$ cat config.mk
export PLATFORM = sky130hd
export DESIGN_NAME = rand_txn_scheduler_flat
export DESIGN_NICKNAME = d
export VERILOG_FILES = /design/src/rtl/rand_txn_scheduler_if.sv /design/src/rtl/rand_txn_scheduler.sv /design/src/flat_wrapper.sv
export SDC_FILE = /design/constraint.sdc
export NUM_CORES = 1
export LEC_CHECK = 0
export CELL_PAD_IN_SITES_DETAIL_PLACEMENT = 0
export CELL_PAD_IN_SITES_GLOBAL_PLACEMENT = 1
export CORE_MARGIN = 2
export CORE_UTILIZATION = 30
export CTS_CLUSTER_SIZE = 28
export DETAILED_ROUTE_END_ITERATION = 12
export PLACE_DENSITY = 0.83
export SETUP_SLACK_MARGIN = 0.3
export SLEW_MARGIN = 40
export SYNTH_ARGS = -nofsm -noshare
export SYNTH_HDL_FRONTEND = slang
export SYNTH_SLANG_ARGS = --single-unit
export TNS_END_PERCENT = 10
$ cat constraint.sdc
create_clock -name clk -period 3.3 [get_ports clk]
set_input_delay 0.495 -clock clk [delete_from_list [all_inputs] [get_ports clk]]
set_output_delay 0.495 -clock clk [all_outputs]
set_load 0.02 [all_outputs]
$ cat src/rtl/rand_txn_scheduler_if.sv
// Purpose: AHB5 transaction descriptor link from the scheduler to the AHB master driver.
// Latency: none; this is wiring only.
// Backpressure: the driver holds txn_ready low, and the descriptor stays on the bus until it accepts.
interface rand_txn_scheduler_if #(
  parameter int ADDR_W = 32
);
  logic              txn_valid;
  logic              txn_ready;
  logic [ADDR_W-1:0] txn_addr;
  logic              txn_write;
  logic [2:0]        txn_size;
  logic [2:0]        txn_burst;

  modport master (
    output txn_valid, txn_addr, txn_write, txn_size, txn_burst,
    input  txn_ready
  );

  modport slave (
    input  txn_valid, txn_addr, txn_write, txn_size, txn_burst,
    output txn_ready
  );
endinterface

$ cat src/rtl/rand_txn_scheduler.sv
// Purpose: turns the free-running LFSR word into legal AHB5 descriptors, separated by random idle gaps.
// Latency: start at edge 0 gives CTRL in cycle 1, ADDR in cycle 2 and txn_valid in cycle 3; with no gap, one descriptor every 3 cycles.
// Backpressure: an offer holds, with all fields frozen, until txn_ready; stop is remembered and applied at the handshake.
module rand_txn_scheduler #(
  parameter int ADDR_W = 32,
  parameter int CNT_W  = 16,
  parameter int GAP_W  = 4
) (
  input  logic                 clk,
  input  logic                 rst,
  input  logic [31:0]          i_rand_val,
  input  logic                 i_start,
  input  logic                 i_stop,
  input  logic [CNT_W-1:0]     i_num_txn,
  input  logic [ADDR_W-1:0]    i_addr_base,
  input  logic [ADDR_W-1:0]    i_addr_mask,
  input  logic [GAP_W-1:0]     i_gap_mask,
  rand_txn_scheduler_if.master o_txn,
  output logic [CNT_W-1:0]     o_txn_count,
  output logic                 o_busy,
  output logic                 o_done
);

  typedef enum logic [2:0] {
    S_IDLE,
    S_CTRL,
    S_ADDR,
    S_OFFER,
    S_GAP,
    S_DONE
  } state_t;

  localparam logic [CNT_W-1:0] CNT_ONE = CNT_W'(1);
  localparam logic [GAP_W-1:0] GAP_ONE = GAP_W'(1);

  state_t              r_state;
  state_t              w_next_state;
  logic [ADDR_W-1:0]   r_addr;
  logic                r_write;
  logic [2:0]          r_size;
  logic [2:0]          r_burst;
  logic [GAP_W-1:0]    r_gap;
  logic [CNT_W-1:0]    r_count;
  logic [CNT_W-1:0]    r_num_txn;
  logic                r_stop_pending;

  logic                w_busy;
  logic                w_hs;
  logic                w_stop_now;
  logic                w_last;
  logic [ADDR_W-1:0]   w_addr_raw;
  logic [ADDR_W-1:0]   w_addr_aligned;
  logic [10:0]         w_beats;
  logic [10:0]         w_bytes;
  logic [10:0]         w_span;
  logic                w_cross;
  logic [2:0]          w_size_sel;

  assign w_busy     = (r_state == S_CTRL) || (r_state == S_ADDR) ||
                      (r_state == S_OFFER) || (r_state == S_GAP);
  assign w_hs       = (r_state == S_OFFER) && o_txn.txn_ready;
  assign w_stop_now = i_stop || r_stop_pending;
  // A limit of zero means "unlimited", so it never ends the run.
  assign w_last     = (r_num_txn != '0) && ((r_count + CNT_ONE) == r_num_txn);

  // HSIZE is capped at a word: code 3 from the random word maps down to 2.
  assign w_size_sel = (i_rand_val[2:1] == 2'b11) ? 3'd2 : {1'b0, i_rand_val[2:1]};

  assign w_addr_raw = (i_addr_base & ~i_addr_mask) | (i_rand_val & i_addr_mask);

  // Align the address to the latched transfer size.
  always_comb begin
    w_addr_aligned = w_addr_raw;
    if (r_size == 3'd1) begin
      w_addr_aligned[0] = 1'b0;
    end else if (r_size == 3'd2) begin
      w_addr_aligned[1:0] = 2'b00;
    end
  end

  // Beat count for the fixed-length incrementing bursts; every other burst type is exempt from the 1KB check.
  always_comb begin
    w_beats = 11'd0;
    unique case (r_burst)
      3'd3:    w_beats = 11'd4;
      3'd5:    w_beats = 11'd8;
      3'd7:    w_beats = 11'd16;
      default: w_beats = 11'd0;
    endcase
  end

  assign w_bytes = w_beats << r_size;
  assign w_span  = {1'b0, w_addr_aligned[9:0]} + w_bytes;
  assign w_cross = (w_span > 11'd1024);

  // State register.
  always_ff @(posedge clk) begin
    if (rst) begin
      r_state <= S_IDLE;
    end else begin
      r_state <= w_next_state;
    end
  end

  // Next-state decode; a stop seen in CTRL, ADDR or GAP ends the run immediately.
  always_comb begin
    w_next_state = r_state;
    unique case (r_state)
      S_IDLE:  if (i_start) w_next_state = S_CTRL;
      S_CTRL:  w_next_state = w_stop_now ? S_DONE : S_ADDR;
      S_ADDR:  w_next_state = w_stop_now ? S_DONE : S_OFFER;
      S_OFFER: begin
        if (w_hs) begin
          if (w_last || w_stop_now) begin
            w_next_state = S_DONE;
          end else if (r_gap == '0) begin
            w_next_state = S_CTRL;
          end else begin
            w_next_state = S_GAP;
          end
        end
      end
      S_GAP: begin
        if (w_stop_now) begin
          w_next_state = S_DONE;
        end else if (r_gap == GAP_ONE) begin
          w_next_state = S_CTRL;
        end
      end
      S_DONE:  w_next_state = S_IDLE;
      default: w_next_state = S_IDLE;
    endcase
  end

  // Run bookkeeping, descriptor capture and the gap countdown.
  always_ff @(posedge clk) begin
    if (rst) begin
      r_addr         <= '0;
      r_write        <= 1'b0;
      r_size         <= 3'd0;
      r_burst        <= 3'd0;
      r_gap          <= '0;
      r_count        <= '0;
      r_num_txn      <= '0;
      r_stop_pending <= 1'b0;
    end else begin
      if ((r_state == S_IDLE) && i_start) begin
        r_count        <= '0;
        r_num_txn      <= i_num_txn;
        r_stop_pending <= 1'b0;
      end else if (w_busy && i_stop) begin
        r_stop_pending <= 1'b1;
      end

      if ((r_state == S_CTRL) && !w_stop_now) begin
        r_write <= i_rand_val[0];
        r_size  <= w_size_sel;
        r_burst <= i_rand_val[5:3];
        r_gap   <= i_rand_val[6 +: GAP_W] & i_gap_mask;
      end

      // A burst that would cross a 1KB boundary is demoted to SINGLE.
      if ((r_state == S_ADDR) && !w_stop_now) begin
        r_addr <= w_addr_aligned;
        if (w_cross) begin
          r_burst <= 3'd0;
        end
      end

      if (w_hs) begin
        r_count <= r_count + CNT_ONE;
      end

      if (r_state == S_GAP) begin
        r_gap <= r_gap - GAP_ONE;
      end
    end
  end

  assign o_txn.txn_valid = (r_state == S_OFFER);
  assign o_txn.txn_addr  = r_addr;
  assign o_txn.txn_write = r_write;
  assign o_txn.txn_size  = r_size;
  assign o_txn.txn_burst = r_burst;
  assign o_txn_count     = r_count;
  assign o_busy          = w_busy;
  assign o_done          = (r_state == S_DONE);

endmodule
$ cat src/flat_wrapper.sv
// flat-port wrapper written by rule: the top's interface ports become plain ports
module rand_txn_scheduler_flat 
#(
  parameter int ADDR_W = 32,
  parameter int CNT_W  = 16,
  parameter int GAP_W  = 4
)
  (clk, rst, i_rand_val, i_start, i_stop, i_num_txn, i_addr_base, i_addr_mask, i_gap_mask, o_txn_count, o_busy, o_done, o_txn_txn_valid, o_txn_txn_addr, o_txn_txn_write, o_txn_txn_size, o_txn_txn_burst, o_txn_txn_ready);
  rand_txn_scheduler_if #(.ADDR_W(ADDR_W)) o_txn_i ();
  input  logic clk;
  input  logic rst;
  input  logic [31:0] i_rand_val;
  input  logic i_start;
  input  logic i_stop;
  input  logic [CNT_W-1:0] i_num_txn;
  input  logic [ADDR_W-1:0] i_addr_base;
  input  logic [ADDR_W-1:0] i_addr_mask;
  input  logic [GAP_W-1:0] i_gap_mask;
  output logic [CNT_W-1:0] o_txn_count;
  output logic o_busy;
  output logic o_done;
  output wire logic [$bits(o_txn_i.txn_valid)-1:0] o_txn_txn_valid;
  output wire logic [$bits(o_txn_i.txn_addr)-1:0] o_txn_txn_addr;
  output wire logic [$bits(o_txn_i.txn_write)-1:0] o_txn_txn_write;
  output wire logic [$bits(o_txn_i.txn_size)-1:0] o_txn_txn_size;
  output wire logic [$bits(o_txn_i.txn_burst)-1:0] o_txn_txn_burst;
  input wire logic [$bits(o_txn_i.txn_ready)-1:0] o_txn_txn_ready;
  assign o_txn_txn_valid = o_txn_i.txn_valid;
  assign o_txn_txn_addr = o_txn_i.txn_addr;
  assign o_txn_txn_write = o_txn_i.txn_write;
  assign o_txn_txn_size = o_txn_i.txn_size;
  assign o_txn_txn_burst = o_txn_i.txn_burst;
  assign o_txn_i.txn_ready = o_txn_txn_ready;
  rand_txn_scheduler #(.ADDR_W(ADDR_W), .CNT_W(CNT_W), .GAP_W(GAP_W)) u_core (.clk(clk), .rst(rst), .i_rand_val(i_rand_val), .i_start(i_start), .i_stop(i_stop), .i_num_txn(i_num_txn), .i_addr_base(i_addr_base), .i_addr_mask(i_addr_mask), .i_gap_mask(i_gap_mask), .o_txn(o_txn_i), .o_txn_count(o_txn_count), .o_busy(o_busy), .o_done(o_done));
endmodule
## After elaboration in Yosys (flattened, before gate mapping)

Cells that the tools add are included.

| cells by class | value |
|---|---|
| $add $sub $neg | 3 |
| order comparisons | 1 |
| equality and inequality tests | 16 |
| shift operators | 1 |
| multiplexer cells | 21 |
| bitwise logic cells | 5 |
| reductions and logical operators | 19 |

Operators by type and width:

| kind | number |
|---|---|
| $and A32 B32 Y32 | 2 |
| $mux W3 | 11 |
| $mux W16 | 2 |
| $not A32 Y32 | 1 |
| $or A32 B32 Y32 | 1 |
| $add A16 B1 Y16 const B | 1 |
| $eq A16 B16 Y1 | 1 |
| $reduce_bool A16 Y1 | 1 |
| $pmux W3 S5 | 1 |
| $pmux W5 S3 | 1 |
| $eq A3 B2 Y1 const B | 4 |
| $eq A3 B3 Y1 const B | 4 |
| $add A10 B11 Y11 | 1 |
| $gt A11 B11 Y1 const B | 1 |
| $shl A5 B3 Y11 | 1 |
| $mux W4 | 2 |
| $eq A3 B1 Y1 const B | 2 |
| $logic_and A1 B1 Y1 | 6 |
| $logic_or A1 B1 Y1 | 5 |
| $and A4 B4 Y4 | 1 |
| $eq A4 B1 Y1 const B | 1 |
| $logic_not A4 Y1 | 1 |
| $mux W2 | 2 |
| $reduce_bool A2 Y1 | 2 |
| 10 further kinds | 11 |

| word-level totals | value |
|---|---|
| register bits after elaboration | 79 |
| output and inout bits | 58 |
| logic and storage cells | 75 |

## Longest topological paths before layout

Gate-level depths: netlist of run 1.

| depth | value |
|---|---|
| word-level depth | 9 |
| mapped depth | 12 |
| depth with buffers taken out | 12 |

## Worst setup path before layout of run 1

Ideal clock, no wire load.

| path | value |
|---|---|
| path type | register to register |
| start point | reg u_core.r_burst[1], in the netlist u_core.o_txn.txn_burst[1] |
| end point | reg u_core.r_burst[0], in the netlist u_core.o_txn.txn_burst[0] |
| setup time | 0.092 ns |
| arrival | 2.582 ns |
| required time | 3.208 ns |
| setup slack | 0.626 ns |
| cell stages (with the launch flop) | 12 |
| cell sequence | dfxtp_1 nor2b_1 nor3b_1 ha_1 inv_1 fa_1 nor2b_1 o21ai_0 a21boi_0 o221ai_1 o221a_2 nor4_1 |

| on the way | value |
|---|---|
| longest elaborated chain between the ends | 7 |
| elaborated cells on any way between the ends | 9 |
| classes of those cells | add/sub (1); order compare (1); eq/ne (3); shift (1); mux (3) |

Ends and longest elaborated chain:

| what | RTL line | text |
|---|---|---|
| start, declared | rand_txn_scheduler.sv:41 | `logic [2:0] r_burst;` |
| start signal, assigned | rand_txn_scheduler.sv:158 | `r_burst <= i_rand_val[5:3];` |
| $eq A3 B3 Y1 / $eq A3 B2 Y1 (equally long branches) | rand_txn_scheduler.sv:84 | `unique case (r_burst)` |
| $pmux W5 S3 (*) | rand_txn_scheduler.sv:84 |  |
| $shl A5 B3 Y11 (*) | rand_txn_scheduler.sv:92 | `assign w_bytes = w_beats << r_size;` |
| $add A10 B11 Y11 (*) | rand_txn_scheduler.sv:93 | `assign w_span = {1'b0, w_addr_aligned[9:0]} + w_bytes;` |
| $gt A11 B11 Y1 (*) | rand_txn_scheduler.sv:94 | `assign w_cross = (w_span > 11'd1024);` |
| $mux W3 (*) | rand_txn_scheduler.sv:165 | `if (w_cross) begin` |
| $mux W3 (*) | rand_txn_scheduler.sv:163 | `if ((r_state == S_ADDR) && !w_stop_now) begin` |

Mark *: on every way between the ends. The rest lies on a longest branch, timed or not.
A chain may end at the register's enable or synchronous reset.

## Worst setup path in the final report of run 1

| path | value |
|---|---|
| start point | in i_addr_mask[3] |
| end point | reg u_core.r_burst[2], in the netlist u_core.o_txn.txn_burst[2] |

| on the way | value |
|---|---|
| longest elaborated chain between the ends | 7 |
| elaborated cells on any way between the ends | 8 |
| classes of those cells | add/sub (1); order compare (1); mux (2); bitwise (4) |

Ends and longest elaborated chain:

| what | RTL line | text |
|---|---|---|
| start, declared | flat_wrapper.sv:17 | `input logic [ADDR_W-1:0] i_addr_mask;` |
| $not A32 Y32 | rand_txn_scheduler.sv:69 | `assign w_addr_raw = (i_addr_base & ~i_addr_mask) \| (i_rand_val & i_addr_mask);` |
| $and A32 B32 Y32 | rand_txn_scheduler.sv:69 |  |
| $or A32 B32 Y32 (*) | rand_txn_scheduler.sv:69 |  |
| via u_core.w_addr_aligned[3] | rand_txn_scheduler.sv:52 | `logic [ADDR_W-1:0] w_addr_aligned;` |
| $add A10 B11 Y11 (*) | rand_txn_scheduler.sv:93 |  |
| $gt A11 B11 Y1 (*) | rand_txn_scheduler.sv:94 |  |
| $mux W3 (*) | rand_txn_scheduler.sv:165 |  |
| $mux W3 (*) | rand_txn_scheduler.sv:163 |  |

The timed path passes the listed nets; every way through them passes the cells marked *.

==> metrics.md, run 1 <==
| Metric | Value |
|---|---|
| Status | finished, final reports clean |
| Port buffer count | 177 |
| CP startpoint kind | input port |
| RSZ-0062 raised after global routing | false |
| CTS max path bufs | 2 |
| Tot GR Track Use | between 10% and 20% |
| R2R depth | 11 |
| #FFs+latches synth | 78 |
| Starting Density | between 30% and 40% |
| TritonCTS clock tree | done |
| Vias in the first global route | around 4,500 |
| R2r startpoint | u_core.o_txn.txn_burst[1] |
| Pin count of the biggest net entering global routing | 58 |
| HP Class | flip-flop to flip-flop |
| Area of the mapped netlist | 0.00457 mm² |
| Share of total power in combinational logic | between 20% and 30% |
| Synthesized Nets | around 680 |
| Setup_tns | 0 ns |
| Synth warn | 0 |
| Pre-CTS setup slack | between 0.08 and 0.09 ns |
| PostCTS Resize Cnt | 0 |
| Lkg Pwr | 2.42 nW |
| Cts bufs inserted | 9 |
| Multi-input gate area | about 0.0027 mm² |
| Area delta synth->final | 46.9% |
| DIE AREA | roughly 0.016 mm² |
| Final Util | around 45% |
| Worst Hold Depth | 2 |
| Hold_buf cts | 0 |
| Hold slack | 0.472 ns |
| Fin cells | 895 |
| Clk pin slew, worst setup/hold paths | 0.06 ns |
| Ys async rst share | 0% |
| Drt drc | 0 |
| Leading register cell type out of synthesis | dfxtp_1 |
| Setup violators final | 0 |
| Seq/Total Area, Yosys | about a third |
| Die Wd | 127 µm |
| H-tree levels | 3 |
| Peak supply drop | approximately 210 µV |
| Setup Crit Path Kind | input port to flip-flop |
| Die Y | about 130 µm |
| Drt wl/cell | between 15 and 20 µm |
| Max FO, Critical Path | 3 |
| Fillers | roughly 1,500 |
| Clk sinks | 78 |
| Period utilization | around 85% |
| Hold Startpoint | u_core.o_txn.txn_write |
| Post-route cell area | between 0.006 and 0.007 mm² |
| Relative slew slack | a little over half |
| DP Area | approximately 0.0064 mm² |
| Design internal power | between 2 and 2.5 mW |
| Final-report hold violation count | 0 |
| Initial antenna violation count | 0 |
| Final-stage net count | 834 |
| Critical Path Sink Type | flip-flop |
| Clock Power Share | a little under two fifths |
| Drt first pass iters | 5 |
| Post-synth EDFFs | 0 |
| Core area | approximately 0.015 mm² |
| WP data arrival | ~3 ns |
| Clock Skew | just under 0.009 ns |
| Yosys cell types | 66 |
| Drt total wl | 14,800 µm |
| Avg Cell Area, Syn | around 8.3 µm² |
| Post-route ant nets | 0 |
| Clock latency on the worst-skew pair | between 0.3 and 0.4 ns |
| Synth Instances | 550 |
| Slew @ Worst Pin | 0.713 ns |
| Root Buffer | clkbuf_16 |
| Diode count | 0 |
| Post-CTS Setup Repair Bufs | 0 |
| Via count | 4,616 |
| Initial DRC count | between 200 and 250 |
| R2R Setup Slk | 0.53 ns |
| WP data required | ~3.5 ns |
| Final setup margin | 0.502 ns |
| Global-route wire length before repair | 22,800 µm |
| Cell count after placement | 880 |
| Layout cell share with drive strength beyond 1 | under 10% |
| Vias/cell | slightly above 5 |
| Flip-flop and latch area | about 0.0016 mm² |
| GP Congestion | approximately 0.91 |
| I/O Pins | between 150 and 200 |
| Pwr dens | between 400 and 500 mW/mm² |
| Fin crit period | ~2.8 ns |
| Max-cap violations | 0 |
| Rows | 45 |
| Sw Pwr | 0.832 mW |
| DP Wirelength | approximately 11,000 µm |
| Maximum achievable frequency | 0.357 GHz |
| Sequential share of power | between 30% and 40% |
| Total power | 2.97 mW |
| Slew Viols, Final | 0 |
| Hold worst-path end | u_core.o_txn.txn_write |
| Grt ovf | 0 |
| Fraction of power spent switching nets | approximately 28% |
| Reg-to-reg endpoint | u_core.o_txn.txn_burst[2] |
==> cells in the mapped netlist (4+ instances only) <==
cell | n | area (µm²)
nor3b_1 | 7 | 52.6
nand4_1 | 6 | 37.5
inv_1 | 9 | 33.8
ha_1 | 9 | 113
xnor2_1 | 19 | 166
nor3_1 | 9 | 45.0
nand2b_1 | 4 | 25.0
clkbuf_1 | 15 | 56.3
mux2_2 | 5 | 56.3
nand3_1 | 16 | 80.1
nand2_1 | 57 | 214
nor2b_1 | 4 | 25.0
nor2_1 | 66 | 248
mux2i_1 | 34 | 340
dfxtp_1 | 78 | 1560
a31oi_1 | 8 | 50.1
buf_4 | 6 | 45.0
nor4_1 | 8 | 50.1
a21oi_1 | 42 | 210
nand3b_1 | 5 | 37.5
and2_1 | 5 | 31.3
buf_6 | 7 | 78.8
a211oi_1 | 28 | 210
o21ai_0 | 22 | 110
and3_1 | 5 | 31.3
buf_2 | 10 | 50.1
xor2_1 | 9 | 78.8
==> kinds of logic after synthesis <==
family / Yosys count / share of synthesized area [%]
AND/OR/NAND/NOR: 216 / 25.0
other: 1 / 0.0820
AO/OA/AOI/OAI: 127 / 17.7
adder cells (fa/ha/maj): 10 / 2.90
XOR/XNOR: 28 / 5.36
multiplexers: 39 / 8.67
buffers and inverters: 51 / 6.16
flip-flops: 78 / 34.1
==> area by class of cell <==
| class | count | share of cell area [%] |
|---|---|---|
| Timing Repair Buffer | 183 | 27.0 |
| Sequential cell | 78 | 23.3 |
| Clock buffer | 11 | 3.61 |
| Tap cell | 188 | 3.50 |
| Multi-Input combinational cell | 421 | 40.7 |
| Inverter | 10 | 0.559 |
| Clock inverter | 4 | 1.42 |
==> cell usage in the layout (no fill, tap or decap), types with 9 or more instances in the layout <==
master	n
clkdlybuf4s50_1	176
nand3_1	16
a211oi_1	28
a21oi_1	42
nor3_1	9
nand2_1	57
nor2_1	66
inv_1	9
mux2i_1	34
xnor2_1	19
xor2_1	9
clkbuf_16	9
dfxtp_1	77
o21ai_0	22
==> state kept, by name (all words and copies together) (netlist names) <==
name / flops
u_core.o_txn.txn_write: 1
u_core.o_txn.txn_addr: 32
u_core.o_txn_count: 16
u_core.o_txn.txn_size: 2
u_core.o_txn.txn_burst: 3
u_core.r_stop_pending: 1
u_core.r_gap: 4
u_core.r_num_txn: 16
u_core.r_state: 3
==> critical path, stage by stage <==
cell	delay, ns
clkdlybuf4s50_1	0.48
mux2i_1	0.42
inv_1	0.09
ha_1	0.34
a21o_1	0.20
a211oi_1	0.29
o221ai_1	0.16
o221a_2	0.29
nor4_1	0.26
==> worst max path at each step <==
stage	end	startpoint	cells after the start	slack, ns
final	u_core.o_txn.txn_burst[2]	i_addr_mask[3]	9	0.50
after global routing	u_core.o_txn.txn_burst[2]	u_core.o_txn.txn_size[1]	11	0.32
after CTS	u_core.o_txn.txn_burst[2]	u_core.o_txn.txn_burst[1]	11	0.39
after detailed placement	u_core.o_txn.txn_burst[2]	i_rand_val[2]	11	0.09
after global placement	u_core.o_txn.txn_burst[1]	i_rand_val[2]	11	0.29
after floorplan	u_core.o_txn.txn_burst[0]	u_core.o_txn.txn_burst[1]	11	0.63
==> power by group through the flow <==
stage | clock, mW | combinational [mW] | sequential (mW)
global route | 1.22 | 0.797 | 1.11
detailed placement | 0 | 0.731 | 1.12
finish | 1.14 | 0.730 | 1.10
floorplan | 0 | 0.398 | 1.11
CTS | 1.17 | 0.736 | 1.10
global placement | 0 | 0.717 | 1.11
==> layer usage <==
metal / up-vias / GRT usage (%) / wire length, µm
met5: - / 0 / 0
met4: 0 / 7.05 / 294
met3: 25 / 3.10 / 674
met2: 130 / 29.5 / 7300
met1: 2185 / 22.6 / 6490
li1: 2276 / - / -
No activity file was read; power rests on OpenSTA's default activity.
==> run 2: changes to the inputs <==
- clock period: 3.3 -> 2.89 ns (I/O delays scaled with it)
==> run 2 against run 1 <==
Via count up 0.74%. Setup slack got worse by 0.14 ns. Sequential share of layout area shrank 0.084 points. Clock-buffer cell count increased by 2. Sequential cell count stayed put. Clock power decreased by 7%. Global-route usage fell by 0.27 points. Die area is the same. Critical path type unchanged. Critical endpoint unchanged.
==> metrics.md, run 2 (synthesized netlist as in run 1, its figures left out) <==
| Metric | Value |
|---|---|
| Pre-CTS setup slack | -0.200 ns |
| Commonest non-fill, non-tap cell in the layout | clkdlybuf4s50_1 |
| Top sig layer | met4 |
| Tot GR Track Use | between 10% and 20% |
| Diode count | 0 |
| H-tree levels | 3 |
| Maximum achievable frequency | around 0.4 GHz |
| Layout cell share with drive strength beyond 1 | 9.99% |
| Root Buffer | clkbuf_16 |
| DP Wirelength | around 11,000 µm |
| Relative slew slack | ~56% |
| Starting Density | between 30% and 40% |
| Initial antenna violation count | 0 |
| Drt wl/cell | between 15 and 20 µm |
| Setup_tns | 0 ns |
| Slew Viols, Final | 0 |
| WL met1 | 6440 µm |
| Pin count of the biggest net entering global routing | 79 |
| Final-stage net count | 839 |
| WP data required | roughly 3.1 ns |
| CTS max path bufs | 2 |
| Met3 WL | ~660 µm |
| WP data arrival | 2.77 ns |
| Port buffer count | 177 |
| Clk pin slew, worst setup/hold paths | roughly 0.06 ns |
| Drt drc | 0 |
| Global-route wire length before repair | 22,600 µm |
| Max reg flops | 32 |
| Final-report hold violation count | 0 |
| Total power | ~3.2 mW |
| Lkg Pwr | about 2.4 nW |
| Setup violators final | 0 |
| Critical Path Sink Type | flip-flop |
| Clock latency on the worst-skew pair | approximately 0.34 ns |
| TritonCTS clock tree | done |
| Grt ovf | 0 |
| Hold_buf cts | 0 |
| DR WL met2 | just over 7000 µm |
| Pwr dens | 468 mW/mm² |
| DIE AREA | between 0.015 and 0.02 mm² |
| Fin crit period | approximately 2.5 ns |
| Status | finished, final reports clean |
| Clock Skew | 0.00762 ns |
| Period utilization | 87.6% |
| RSZ-0062 raised after global routing | true |
| Drt first pass iters | 5 |
| CP startpoint kind | input port |
| Max FO, Critical Path | 3 |
| Die Wd | around 130 µm |
| Worst Hold Depth | 2 |
| I/O Pins | roughly 180 |
| Clk sinks | a little under 80 |
| R2R depth | 11 |
| Vias in the first global route | 4,545 |
| R2R Setup Slk | 0.42 ns |
| Setup Crit Path Kind | input port to flip-flop |
| Peak supply drop | around 280 µV |
| Core area | between 0.015 and 0.02 mm² |
| GP Congestion | a little under 0.9 |
| Die Y | ~130 µm |
| Area delta synth->final | 48.4% |
| Vias/cell | roughly 5.2 |
| Post-route ant nets | 0 |
| HP Class | flip-flop to flip-flop |
| Via count | ~4,700 |
| Max-cap violations | 0 |
| Commonest non-fill, non-tap cells in the layout | clkdlybuf4s50_1 (176), dfxtp_1 (73), nor2_1 (66) |
| Rows | 45 |
| Final setup margin | around 0.36 ns |
| Slew @ Worst Pin | about 0.66 ns |
| Drt total wl | ~15,000 µm |
| Cts bufs inserted | 9 |
| Initial DRC count | between 150 and 200 |
-- run 2: what timing repair did --
item                       4_1_cts  5_1_grt
setup endpoints to repair        3        3
pin swaps                        4        8
gates resized for setup          9       12
buffers inserted                 0        1
-- run 2: report_power, final --
part | internal [mW] | switching [mW] | leakage, nW
Combinational | 0.434 | 0.425 | 1.66
Sequential | 1.16 | 0.0971 | 0.635
Clock | 0.641 | 0.420 | 0.138
-- run 2: per-stage QoR --
step | instance area, µm² | hold WS, ns | utilization, % | instances
2_1_floorplan | 4590 | 0.461 | - | 550
3_3_place_gp | 6420 | 0.450 | 42.7 | 884
3_5_place_dp | 6420 | 0.461 | 42.7 | 884
4_1_cts | 6720 | 0.472 | 44.7 | 898
5_1_grt | 6790 | 0.494 | 45.1 | 899
6_report | 6790 | 0.470 | 45.1 | 899
-- run 2: worst paths after layout --
path	start	end
worst min-delay path	u_core.o_txn.txn_write	u_core.o_txn.txn_write
worst min register to register	u_core.o_txn.txn_write	u_core.o_txn.txn_write
worst max register to register	u_core.o_txn.txn_burst[1]	u_core.o_txn.txn_burst[2]
worst max-delay path	i_addr_mask[2]	u_core.o_txn.txn_burst[2]
-- run 2: per-layer routing --
| layer | vias to the layer above | track usage [%] |
|---|---|---|
| li1 | 2277 | - |
| met1 | 2212 | 21.7 |
| met2 | 135 | 29.3 |
| met3 | 26 | 3.14 |
| met4 | 0 | 7.89 |
| met5 | - | 0 |
-- run 2: cell type report --
cell class                 count  area (µm²)
fill                        1449        8250
multi-input combinational    421        2810
timing repair buffer         188        1850
sequential                    78        1570
clock buffer                  13         270
tap                          188         235
inverter                      10        37.5
clock inverter                 1        5.00
-- run 2: worst max-delay path, cell delays in order --
cell             delay [ns]
clkdlybuf4s50_1        0.47
mux2_2                 0.35
ha_2                   0.20
inv_1                  0.07
fa_2                   0.22
nor2b_2                0.05
o21ai_2                0.15
nor3b_2                0.24
o221ai_2               0.12
o221a_2                0.30
nor4_2                 0.16
